===== src/rtl/diag_ebus_pkg.sv =====
// Shared types and constants for the EBUS diagnostic-cycle master.
package diag_ebus_pkg;

  typedef enum logic [2:0] {
    IDLE    = 3'd0,
    SETUP   = 3'd1,
    STROBE  = 3'd2,
    HOLD    = 3'd3,
    WAIT    = 3'd4,
    CAPTURE = 3'd5,
    DONE    = 3'd6
  } state_t;

  // Octal function groups (function code bits 0:5) with dedicated decodes
  localparam logic [5:0] FUNC_GRP_LOAD_06X = 6'o06;
  localparam logic [5:0] FUNC_GRP_READ_13X = 6'o13;

  // Width of the shared phase/timeout counter
  localparam int CNT_W = 8;

  // Odd-parity check over data plus parity bit: 1 when the total count of ones is even
  function automatic logic odd_par_err(input logic [0:35] data, input logic par);
    return ~^{data, par};
  endfunction

endpackage


===== src/rtl/diag_ebus_timer.sv =====
// Loadable down-counter shared by the SETUP, STROBE and WAIT phases.
// 'expired' is high while the count sits at zero.
module diag_ebus_timer
  import diag_ebus_pkg::*;
(
  input  logic             clk,
  input  logic             rst_n,
  input  logic             load,
  input  logic [CNT_W-1:0] load_val,
  output logic             expired
);

  logic [CNT_W-1:0] count_r;

  // Reload on phase entry, otherwise count down and park at zero
  always_ff @(posedge clk or negedge rst_n) begin
    if (!rst_n) begin
      count_r <= {CNT_W{1'b0}};
    end else if (load) begin
      count_r <= load_val;
    end else if (count_r != {CNT_W{1'b0}}) begin
      count_r <= count_r - {{(CNT_W-1){1'b0}}, 1'b1};
    end else begin
      count_r <= count_r;
    end
  end

  assign expired = (count_r == {CNT_W{1'b0}});

endmodule


===== src/rtl/diag_ebus_master.sv =====
// EBUS diagnostic-function initiator: accepts one console request at a time,
// presents the function code, strobes it, and either holds write data on EBUS
// or waits (with timeout) for a responder and captures its data.
// All outputs are registered from the next-state decode so they track the
// FSM state without combinational glitches.
// Optional build macro: DIAG_EBUS_PARITY_EN adds ebusParIn, rspParErr and
// busConflict (parity check on captured data, sticky bus-contention flag).
module diag_ebus_master
  import diag_ebus_pkg::*;
#(
  parameter int SETUP_CYC   = 2,
  parameter int STROBE_CYC  = 3,
  parameter int TIMEOUT_CYC = 64
) (
  input  logic        eboxClk,
  input  logic        eboxResetN,
  input  logic        reqValid,
  output logic        reqReady,
  input  logic        reqWrite,
  input  logic [0:8]  reqFunc,
  input  logic [0:35] reqData,
  output logic        rspValid,
  output logic [0:35] rspData,
  output logic        rspTimeout,
  output logic [0:8]  diagFunc,
  output logic        diagStrobe,
  output logic        diagLoadFunc06X,
  output logic        diagReadFunc13X,
  output logic [0:35] ebusDataOut,
  output logic        ebusDriveEn,
  input  logic [0:35] ebusDataIn,
  input  logic        ebusResponderDrv
`ifdef DIAG_EBUS_PARITY_EN
  ,
  input  logic        ebusParIn,
  output logic        rspParErr,
  output logic        busConflict
`endif
);

  state_t           state_r;
  state_t           state_s;

  logic             hold_write_r;
  logic [0:8]       hold_func_r;
  logic [0:35]      hold_data_r;

  // Request fields as they will be seen in the upcoming state
  logic             nxt_write_s;
  logic [0:8]       nxt_func_s;
  logic [0:35]      nxt_data_s;
  logic             accept_s;

  logic             timer_load_s;
  logic [CNT_W-1:0] timer_val_s;
  logic             timer_expired_s;

  logic             ready_s;
  logic [0:8]       func_s;
  logic             strobe_s;
  logic             load06_s;
  logic             read13_s;
  logic             drive_s;
  logic [0:35]      data_out_s;
  logic             rsp_valid_s;
  logic             rsp_timeout_s;
  logic [0:35]      rsp_data_s;
`ifdef DIAG_EBUS_PARITY_EN
  logic             rsp_par_err_s;
`endif

  diag_ebus_timer u_timer (
    .clk      (eboxClk),
    .rst_n    (eboxResetN),
    .load     (timer_load_s),
    .load_val (timer_val_s),
    .expired  (timer_expired_s)
  );

  assign accept_s = (state_r == IDLE) && reqValid;

  // State register
  always_ff @(posedge eboxClk or negedge eboxResetN) begin
    if (!eboxResetN) begin
      state_r <= IDLE;
    end else begin
      state_r <= state_s;
    end
  end

  // Request holding registers, loaded only on acceptance in IDLE
  always_ff @(posedge eboxClk or negedge eboxResetN) begin
    if (!eboxResetN) begin
      hold_write_r <= 1'b0;
      hold_func_r  <= 9'o000;
      hold_data_r  <= 36'o0;
    end else if (accept_s) begin
      hold_write_r <= reqWrite;
      hold_func_r  <= reqFunc;
      hold_data_r  <= reqData;
    end else begin
      hold_write_r <= hold_write_r;
      hold_func_r  <= hold_func_r;
      hold_data_r  <= hold_data_r;
    end
  end

  // Next-state logic and phase-timer reload on every state change
  always_comb begin
    state_s     = state_r;
    timer_val_s = {CNT_W{1'b0}};
    case (state_r)
      IDLE: begin
        if (reqValid) state_s = SETUP;
        else          state_s = IDLE;
      end
      SETUP: begin
        if (timer_expired_s) state_s = STROBE;
        else                 state_s = SETUP;
      end
      STROBE: begin
        if (timer_expired_s) begin
          if (hold_write_r) state_s = HOLD;
          else              state_s = WAIT;
        end else begin
          state_s = STROBE;
        end
      end
      HOLD:    state_s = DONE;
      WAIT: begin
        // A responder seen on the last counted cycle still wins over timeout
        if (ebusResponderDrv)     state_s = CAPTURE;
        else if (timer_expired_s) state_s = DONE;
        else                      state_s = WAIT;
      end
      CAPTURE: state_s = DONE;
      DONE:    state_s = IDLE;
      default: state_s = IDLE;
    endcase
    case (state_s)
      SETUP:   timer_val_s = CNT_W'(SETUP_CYC - 1);
      STROBE:  timer_val_s = CNT_W'(STROBE_CYC - 1);
      WAIT:    timer_val_s = CNT_W'(TIMEOUT_CYC - 1);
      default: timer_val_s = {CNT_W{1'b0}};
    endcase
    timer_load_s = (state_s != state_r);
  end

  // Output decode for the upcoming state, registered below
  always_comb begin
    if (accept_s) begin
      nxt_write_s = reqWrite;
      nxt_func_s  = reqFunc;
      nxt_data_s  = reqData;
    end else begin
      nxt_write_s = hold_write_r;
      nxt_func_s  = hold_func_r;
      nxt_data_s  = hold_data_r;
    end
    ready_s       = 1'b0;
    func_s        = 9'o000;
    strobe_s      = 1'b0;
    drive_s       = 1'b0;
    read13_s      = 1'b0;
    rsp_valid_s   = 1'b0;
    rsp_timeout_s = 1'b0;
    case (state_s)
      IDLE: begin
        ready_s = 1'b1;
      end
      SETUP: begin
        func_s   = nxt_func_s;
        drive_s  = nxt_write_s;
        read13_s = ~nxt_write_s;
      end
      STROBE: begin
        func_s   = nxt_func_s;
        strobe_s = 1'b1;
        drive_s  = nxt_write_s;
        read13_s = ~nxt_write_s;
      end
      HOLD: begin
        func_s  = nxt_func_s;
        drive_s = nxt_write_s;
      end
      WAIT, CAPTURE: begin
        func_s   = nxt_func_s;
        read13_s = ~nxt_write_s;
      end
      DONE: begin
        rsp_valid_s   = 1'b1;
        rsp_timeout_s = (state_r == WAIT);
      end
      default: begin
        ready_s = 1'b1;
      end
    endcase
    load06_s = strobe_s & nxt_write_s & (nxt_func_s[0:5] == FUNC_GRP_LOAD_06X);
    read13_s = read13_s & (nxt_func_s[0:5] == FUNC_GRP_READ_13X);
    if (drive_s) data_out_s = nxt_data_s;
    else         data_out_s = 36'o0;
    if (state_r == CAPTURE) rsp_data_s = ebusDataIn;
    else                    rsp_data_s = 36'o0;
`ifdef DIAG_EBUS_PARITY_EN
    if (rsp_valid_s && (state_r == CAPTURE)) rsp_par_err_s = odd_par_err(ebusDataIn, ebusParIn);
    else                                     rsp_par_err_s = 1'b0;
`endif
  end

  // Registered outputs; response data is only updated on entry to DONE
  always_ff @(posedge eboxClk or negedge eboxResetN) begin
    if (!eboxResetN) begin
      reqReady        <= 1'b1;
      diagFunc        <= 9'o000;
      diagStrobe      <= 1'b0;
      diagLoadFunc06X <= 1'b0;
      diagReadFunc13X <= 1'b0;
      ebusDriveEn     <= 1'b0;
      ebusDataOut     <= 36'o0;
      rspValid        <= 1'b0;
      rspTimeout      <= 1'b0;
      rspData         <= 36'o0;
    end else begin
      reqReady        <= ready_s;
      diagFunc        <= func_s;
      diagStrobe      <= strobe_s;
      diagLoadFunc06X <= load06_s;
      diagReadFunc13X <= read13_s;
      ebusDriveEn     <= drive_s;
      ebusDataOut     <= data_out_s;
      rspValid        <= rsp_valid_s;
      rspTimeout      <= rsp_timeout_s;
      if (rsp_valid_s) rspData <= rsp_data_s;
      else             rspData <= rspData;
    end
  end

`ifdef DIAG_EBUS_PARITY_EN
  // Parity result qualified by rspValid, and sticky contention flag
  always_ff @(posedge eboxClk or negedge eboxResetN) begin
    if (!eboxResetN) begin
      rspParErr   <= 1'b0;
      busConflict <= 1'b0;
    end else begin
      rspParErr <= rsp_par_err_s;
      if (ebusDriveEn && ebusResponderDrv) busConflict <= 1'b1;
      else                                 busConflict <= busConflict;
    end
  end
`endif

endmodule


===== config.mk =====
export PLATFORM = sky130hd
export DESIGN_NAME = diag_ebus_master
export DESIGN_NICKNAME = d
export VERILOG_FILES = /design/src/rtl/diag_ebus_pkg.sv /design/src/rtl/diag_ebus_timer.sv /design/src/rtl/diag_ebus_master.sv
export SDC_FILE = /design/constraint.sdc
export NUM_CORES = 1
export LEC_CHECK = 0
export CORE_ASPECT_RATIO = 1.5
export CORE_UTILIZATION = 50
export CTS_CLUSTER_SIZE = 16
export DETAILED_ROUTE_END_ITERATION = 8
export PLACE_DENSITY = 0.81
export SYNTH_ARGS = -nofsm -noshare
export SYNTH_HDL_FRONTEND = slang
export SYNTH_SLANG_ARGS = --single-unit

===== constraint.sdc =====
create_clock -name eboxClk -period 5.3 [get_ports eboxClk]
set_input_delay 1.59 -clock eboxClk [delete_from_list [all_inputs] [get_ports eboxClk]]
set_output_delay 1.59 -clock eboxClk [all_outputs]
set_load 0.02 [all_outputs]

==> results of run 1 <==
## critical path: stages
cell	delay, ps
sky130_fd_sc_hd__clkdlybuf4s50_1	530
sky130_fd_sc_hd__nor4b_4	320
sky130_fd_sc_hd__buf_4	590
sky130_fd_sc_hd__mux2i_1	330
sky130_fd_sc_hd__o21ai_0	160
sky130_fd_sc_hd__or3_1	330
sky130_fd_sc_hd__nor4_1	170
## where the power goes
part | internal (mW) | switching [mW] | leakage [nW]
registers | 1.62 | 0.238 | 1.85
logic | 1.20 | 1.34 | 1.33
clock network | 0.837 | 0.452 | 0.308
total | 3.66 | 2.03 | 3.49
## cell type report
type / count / area, µm²
clock inverter: 12 / 206
clock buffer: 19 / 433
sequential: 145 / 3630
timing repair buffer: 179 / 1780
multi-input combinational: 213 / 1880
inverter: 12 / 45.0
tap: 147 / 184
fill: 752 / 2900
## state kept, by name, summed over array words and instances, names as in the netlist, 3 cells and up
signal           count
ebusDataOut         36
state_r              3
hold_data_r         36
diagFunc             9
hold_func_r          9
u_timer.count_r      8
rspData             36
## placed cells by master, fill, tap and decap left out, types with 3 or more instances in the layout
cell | Yosys | final
sky130_fd_sc_hd__a31oi_1 | 4 | 4
sky130_fd_sc_hd__nand2_1 | 9 | 9
sky130_fd_sc_hd__clkdlybuf4s50_1 | 0 | 172
sky130_fd_sc_hd__a22o_1 | 36 | 36
sky130_fd_sc_hd__buf_4 | 1 | 6
sky130_fd_sc_hd__bufinv_16 | 0 | 5
sky130_fd_sc_hd__nand2b_1 | 3 | 3
sky130_fd_sc_hd__nor2_1 | 11 | 10
sky130_fd_sc_hd__nor3_1 | 3 | 3
sky130_fd_sc_hd__nor3b_2 | 9 | 9
sky130_fd_sc_hd__clkbuf_16 | 0 | 17
sky130_fd_sc_hd__o21a_1 | 3 | 3
sky130_fd_sc_hd__nor2b_1 | 8 | 8
sky130_fd_sc_hd__dfrtp_1 | 144 | 144
sky130_fd_sc_hd__nor4_1 | 3 | 3
sky130_fd_sc_hd__xnor2_1 | 4 | 4
sky130_fd_sc_hd__o22ai_1 | 4 | 4
sky130_fd_sc_hd__nor3b_1 | 29 | 29
sky130_fd_sc_hd__mux2i_1 | 4 | 3
sky130_fd_sc_hd__clkinv_4 | 0 | 3
sky130_fd_sc_hd__inv_1 | 10 | 10
sky130_fd_sc_hd__mux2_2 | 43 | 43
sky130_fd_sc_hd__o21ai_0 | 3 | 3
## logic make-up after synthesis
group	Yosys count
compound gates	68
xor+xnor	6
fa+ha+maj	2
buf+inv	34
flops	145
mux	47
simple gates	90
## routing by layer
layer / part of all wire / up-vias / track usage
li1: - / 1760 / -
met1: 0.37 / 1939 / 0.252
met2: 0.52 / 160 / 0.411
met3: 0.10 / 14 / 0.0954
met4: 0.011 / 0 / 0.0697
met5: 0 / - / 0
## per-stage QoR
stage / instance area [µm²] / total power, mW
4_1_cts: 8150 / 5.74
3_5_place_dp: 7510 / 4.42
6_report: 8150 / 5.69
2_1_floorplan: 5670 / 3.46
3_3_place_gp: 7510 / 4.32
5_1_grt: 8150 / 5.98
## path summary, 6_finish.rpt
path / startpoint / end / cells past startpoint
worst max register to register: u_timer.count_r[0] / ebusDataOut[13] / 8
min in group asynchronous: eboxResetN / u_timer.count_r[7] / 1
worst min-delay path: hold_data_r[30] / hold_data_r[30] / 1
worst min register to register: hold_data_r[30] / hold_data_r[30] / 1
max in group asynchronous: eboxResetN / ebusDataOut[2] / 2
worst max-delay path: reqValid / diagLoadFunc06X / 7
==> metrics.md, run 1 <==
| Metric | Value |
|---|---|
| Initial antenna violation count | `0` |
| Number of vias per cell after detailed routing | `5.33` |
| Worst vdd ir | `roughly 0.45 mV` |
| Setup Crit Path Kind | `in -> reg` |
| Core Box Area | `11100 µm²` |
| Maximum number of pins on one net before global-route repair | `79` |
| Clock Skews | `~8.9 ps` |
| Xor and xnor fraction of the mapped netlist area | `0.00927` |
| Post-CTS Repair Setup Buffers | `0` |
| Synthesis warning total | `0` |
| Die span in y | `132 µm` |
| Drt initial violations | `152` |
| Most frequent cell after synthesis | `sky130_fd_sc_hd__dfrtp_1` |
| Max-slew violation total from the final report | `0` |
| Minimum clock period after layout | `3720 ps` |
| Gate count after technology mapping | `392` |
| Clock insertion delay at the later pin of the skew report | `410 ps` |
| Setup violators final | `0` |
| Dominant cell type by area after synthesis | `sky130_fd_sc_hd__dfrtp_1` |
| Antenna violation net count after detailed routing | `0` |
| Peak Freq | `269 MHz` |
| Ratio of cells with drive above 1 in the final layout | `0.188` |
| Max-capacitance violation count | `0` |
| Area added between synthesis and finish | `43.8%` |
| Leakage power summed over all cells | `3.49 nW` |
| Via count of the first global-routing pass | `4192` |
| Synth Cell Area | `approximately 5700 µm²` |
| Sum Neg Setup Slack | `0 ps` |
| Arithmetic-cell share of the synthesized area counting full adders, half adders and majority gates | `0.00441` |
| Biggest area contributors in the synthesized netlist | `sky130_fd_sc_hd__dfrtp_1 (64%), sky130_fd_sc_hd__mux2_2 (8.5%), sky130_fd_sc_hd__a22o_1 (5.6%)` |
| PnR worst setup slack | `1580 ps` |
| Clock root buffer | `sky130_fd_sc_hd__clkbuf_16` |
| CP required | `5610 ps` |
| Minimum hold slack | `490 ps` |
| Final hold vios | `0` |
| Detailed-route wire length | `13.4 mm` |
| Number of buffers on the longest clock path | `2` |
| Element type at the critical path start | `input pin` |
| Area of the die | `11800 µm²` |
| Detailed-placement wirelength estimate | `9.04 mm` |
| Power Density | `698 nW/µm²` |
| Final weighted congestion of routability-driven global placement | `between 0.7 and 0.8` |
| Number of distinct library cells after synthesis | `55` |
| Complex-gate fraction of the synthesized area | `0.106` |
| Largest family of logic cells by synthesized area | `simple AND/OR/NAND/NOR gates` |
| Routed WL per cell | `approximately 18 µm` |
| Worst setup EP type | `register` |
| Die outline width | `89.0 µm` |
| Total global routing track utilization | `0.233` |
| Portion of netlist area occupied by mux cells | `0.0924` |
| Clock transition time at the flip-flop clock pins of the worst setup and hold paths | `60 ps` |
| Synthesized-area fraction occupied by and/or/nand/nor cells | `0.115` |
| Post-placement cell count | `696` |
| Initial Utilization | `0.513` |
| I/O pin total | `174` |
| Sequential fraction of the synthesis area | `0.640` |
| Clock tree from TritonCTS | `done` |
| Area share of the largest cell type after synthesis | `0.635` |
| Number of buffers added by the clock tree synthesis step | `17` |
| Post-cts gate resize count | `0` |
| Wire length of the first global-routing pass | `20.6 mm` |
| Actual transition at the worst max-transition pin | `1300 ps` |
| Hold crit path type | `reg -> reg` |
| Result of the run | `completed` |
| DRC errors left | `0` |
| Port bufs | `around 170` |
| Non-filler instance count after layout | `~730` |
| First-pass DRT Iterations | `4` |
| Count of clock tree sinks | `145` |
| Setup slack at placement | `1130 ps` |
| Inserted Diodes | `0` |
| CP Max Fanout | `47` |
| Leading cell types by count after synthesis | `sky130_fd_sc_hd__dfrtp_1 (144), sky130_fd_sc_hd__mux2_2 (43), sky130_fd_sc_hd__a22o_1 (36)` |
| Number of nets in the finished design | `656` |
| Total nets after synthesis | `480` |
| Fraction of registers with async set or reset after synthesis | `1.00` |
| Overall via count from detail_route | `a little under 4000` |
| Post-synthesis area per instance | `14.5 µm²` |
| # hold bufs at CTS | `0` |
| Worst slew slack as a fraction of its limit | `0.133` |
| Register-to-register path setup slack | `2280 ps` |
| Number of H-tree levels | `4` |
| Data arrival, critical path | `4030 ps` |
| Count of flip-flops with a built-in enable after synthesis | `0` |
| Total gr overflow | `0` |
| Most instantiated flip-flop cell in the synthesis netlist | `sky130_fd_sc_hd__dfrtp_1` |
| Period utilisation layout | `0.702` |
| Number of rows in the core area | `between 40 and 50` |
| Unrepaired setup endpoints after global routing | `no` |
| Final cell utilization of the core | `0.738` |
| #FFs+latches synth | `approximately 150` |
Note: power is estimated with default switching activity, not from simulation.
==> run 2, diff against run 1 <==
--- a/config.mk
+++ b/config.mk
@@ -6,10 +6,10 @@
 export NUM_CORES = 1
 export LEC_CHECK = 0
 export CORE_ASPECT_RATIO = 1.5
-export CORE_UTILIZATION = 50
+export CORE_UTILIZATION = 47
 export CTS_CLUSTER_SIZE = 16
 export DETAILED_ROUTE_END_ITERATION = 8
-export PLACE_DENSITY = 0.81
+export PLACE_DENSITY = 0.76
 export SYNTH_ARGS = -nofsm -noshare
 export SYNTH_HDL_FRONTEND = slang
 export SYNTH_SLANG_ARGS = --single-unit
==> constraint.sdc (replaced) <==
create_clock -name eboxClk -period 3.7 [get_ports eboxClk]
set_input_delay 1.11 -clock eboxClk [delete_from_list [all_inputs] [get_ports eboxClk]]
set_output_delay 1.11 -clock eboxClk [all_outputs]
set_load 0.02 [all_outputs]
==> run 2 against run 1 <==
  * Die area is 6.3% higher
  * Design area up 0.23%
  * Wire length fell by 4.7%
  * Critical endpoint unchanged
  * Largest cell class unchanged
  * Largest power group unchanged
==> metrics.md, run 2 (same netlist as run 1, synthesis figures left out) <==
| Metric | Value |
|---|---|
| Result of the run | `completed` |
| Wire length of the first global-routing pass | `21.0 mm` |
| Core Box Area | `between 10000 and 15000 µm²` |
| Element type at the critical path start | `input pin` |
| Total gr overflow | `0` |
| Detailed-route wire length | `12.7 mm` |
| Worst setup EP type | `register` |
| Cell family contributing the most delay on the critical path | `buffers and inverters` |
| Most used cells in the layout excluding fill and tap cells | `sky130_fd_sc_hd__clkdlybuf4s50_1 (172), sky130_fd_sc_hd__dfrtp_1 (144), sky130_fd_sc_hd__mux2_2 (43), sky130_fd_sc_hd__a22o_1 (36), sky130_fd_sc_hd__nor3b_1 (29)` |
| Routed WL per cell | `17.4 µm` |
| Number of buffers on the longest clock path | `2` |
| Via count of the first global-routing pass | `4121` |
| # hold bufs at CTS | `0` |
| DRC errors left | `0` |
| Register-to-Register Path Depth | `8` |
| Final weighted congestion of routability-driven global placement | `0.765` |
| Instance area at placement | `7560 µm²` |
| Worst reg2reg endpoint | `ebusDataOut[33]` |
| Register-to-register path setup slack | `approximately 1200 ps` |
| Die outline width | `91.7 µm` |
| CP required | `between 4000 and 5000 ps` |
| Ratio of cells with drive above 1 in the final layout | `0.193` |
| Area added between synthesis and finish | `44.1%` |
| Number of vias per cell after detailed routing | `5.17` |
| Detailed-placement wirelength estimate | `8.81 mm` |
| Minimum clock period after layout | `approximately 2900 ps` |
| Data arrival, critical path | `3210 ps` |
| Register cell area after layout | `between 3000 and 4000 µm²` |
| Clock root buffer | `sky130_fd_sc_hd__clkbuf_16` |
| Logic depth of the worst path, buffers included | `7` |
| Worst vdd ir | `0.517 mV` |
| Die span in y | `137 µm` |
| Worst slew slack as a fraction of its limit | `0.432` |
| Max-slew violation total from the final report | `0` |
| Slowest cell on crit path | `sky130_fd_sc_hd__clkdlybuf4s50_1` |
| Peak Freq | `345 MHz` |
| Cells traversed along the worst timing path | `clkdlybuf4s50_1, nor4b_4, buf_12, mux2i_1, o21ai_0, or3_1, nor4_1` |
| Number of rows in the core area | `between 40 and 50` |
| Number of H-tree levels | `4` |
| Clock insertion delay at the later pin of the skew report | `slightly above 400 ps` |
| Count of clock tree sinks | `between 100 and 150` |
| Post-cts gate resize count | `0` |
| Antenna violation net count after detailed routing | `0` |
| Area of the multi-input gates | `1880 µm²` |
| Clock transition time at the flip-flop clock pins of the worst setup and hold paths | `about 60 ps` |
| Setup Crit Path Kind | `in -> reg` |
| Post-CTS Repair Setup Buffers | `0` |
| RR Startpoint | `u_timer.count_r[0]` |
| Initial Utilization | `0.487` |
| Final hold vios | `0` |
| Overall via count from detail_route | `3781` |
| Hold crit path type | `reg -> reg` |
| Largest registers | `ebusDataOut: 36 flops, hold_data_r: 36 flops, rspData: 36 flops` |
| Crit-path max cell delay | `510 ps` |
| Drt initial violations | `164` |
| Max-capacitance violation count | `0` |
| Total global routing track utilization | `0.220` |
| Initial antenna violation count | `0` |
| Number of buffers added by the clock tree synthesis step | `17` |
| Inserted Diodes | `0` |
| Actual transition at the worst max-transition pin | `851 ps` |
| I/O pin total | `174` |
| Area of the die | `12500 µm²` |
| Port bufs | `about 170` |
| Clock Skews | `between 10 and 15 ps` |
| Leakage power summed over all cells | `~3.5 nW` |
| Power Density | `988 nW/µm²` |
| Period utilisation layout | `0.784` |
| First-pass DRT Iterations | `4` |
| Leading cell type in the layout, fill and taps excluded | `sky130_fd_sc_hd__clkdlybuf4s50_1` |
| Post-route design area | `8170 µm²` |
| Capturing instance or port of the critical path | `diagLoadFunc06X` |
| Unrepaired setup endpoints after global routing | `no` |
| Setup violators final | `0` |
| Maximum number of pins on one net before global-route repair | `88` |
| Number of nets in the finished design | `~660` |
| CP Max Fanout | `48` |
| Count of buffering cells on the critical path with inverters included | `2` |
| Worst setup path startpoint | `reqValid` |
| Clock tree from TritonCTS | `done` |
| Sum Neg Setup Slack | `0 ps` |
| Fillers | `819` |
==> run 2: changes by cell type in the layout (fill, tap and decap cells not counted), sizes merged <==
cell	previous run	this run
inv	13	15
clkbuf	19	18
clkinv	5	7
bufinv	5	3
==> run 2: worst min-delay path by stage <==
stage,end,depth (start not counted),start,slack [ps]
2_1_floorplan,hold_func_r[1],2,hold_func_r[1],460
3_3_place_gp,hold_data_r[0],1,hold_data_r[0],470
3_5_place_dp,hold_data_r[6],1,hold_data_r[6],480
4_1_cts,hold_func_r[8],1,hold_func_r[8],490
5_1_grt,hold_data_r[11],1,hold_data_r[11],500
6_report,hold_data_r[6],1,hold_data_r[6],490
==> run 2: worst reg2reg max path, delay by kind of cell, from the launching register on <==
| family | cells | cell delay (ps) |
|---|---|---|
| flip-flops | 1 | 380 |
| adder cells (fa/ha/maj) | 1 | 190 |
| AO/OA/AOI/OAI | 2 | 670 |
| buffers and inverters | 2 | 350 |
| AND/OR/NAND/NOR | 3 | 780 |
==> run 2: through the flow <==
step | hold slack [ps] | utilization | cells | total power, mW | setup slack [ps]
3_5_place_dp | 481 | 0.649 | 699 | 6.37 | 370
5_1_grt | 498 | 0.701 | 731 | 8.53 | 640
4_1_cts | 495 | 0.701 | 731 | 8.17 | 782
2_1_floorplan | 461 | - | 392 | 4.96 | 1070
6_report | 491 | 0.701 | 731 | 8.08 | 797
3_3_place_gp | 475 | 0.649 | 699 | 6.27 | 448
==> run 2: routing by layer <==
layer,vias to the layer above,global-route usage,wire length [µm]
li1,1760,-,-
met3,11,0.0811,1170
met4,0,0.0833,206
met5,-,0,0
met1,1848,0.256,4890
met2,162,0.373,6480
==> run 2: cell type report <==
type | count | area share
clock buffer | 18 | 0.0537
clock inverter | 14 | 0.0217
inverter | 12 | 0.00551
multi-input combinational | 213 | 0.230
sequential | 145 | 0.444
tap | 150 | 0.0230
timing repair buffer | 179 | 0.222
==> run 2: where the power goes <==
group	total (mW)	leakage [nW]	switching [mW]	internal, mW
registers	2.66	1.85	0.335	2.33
clock network	1.75	0.302	0.665	1.09
logic	3.66	1.34	1.90	1.76
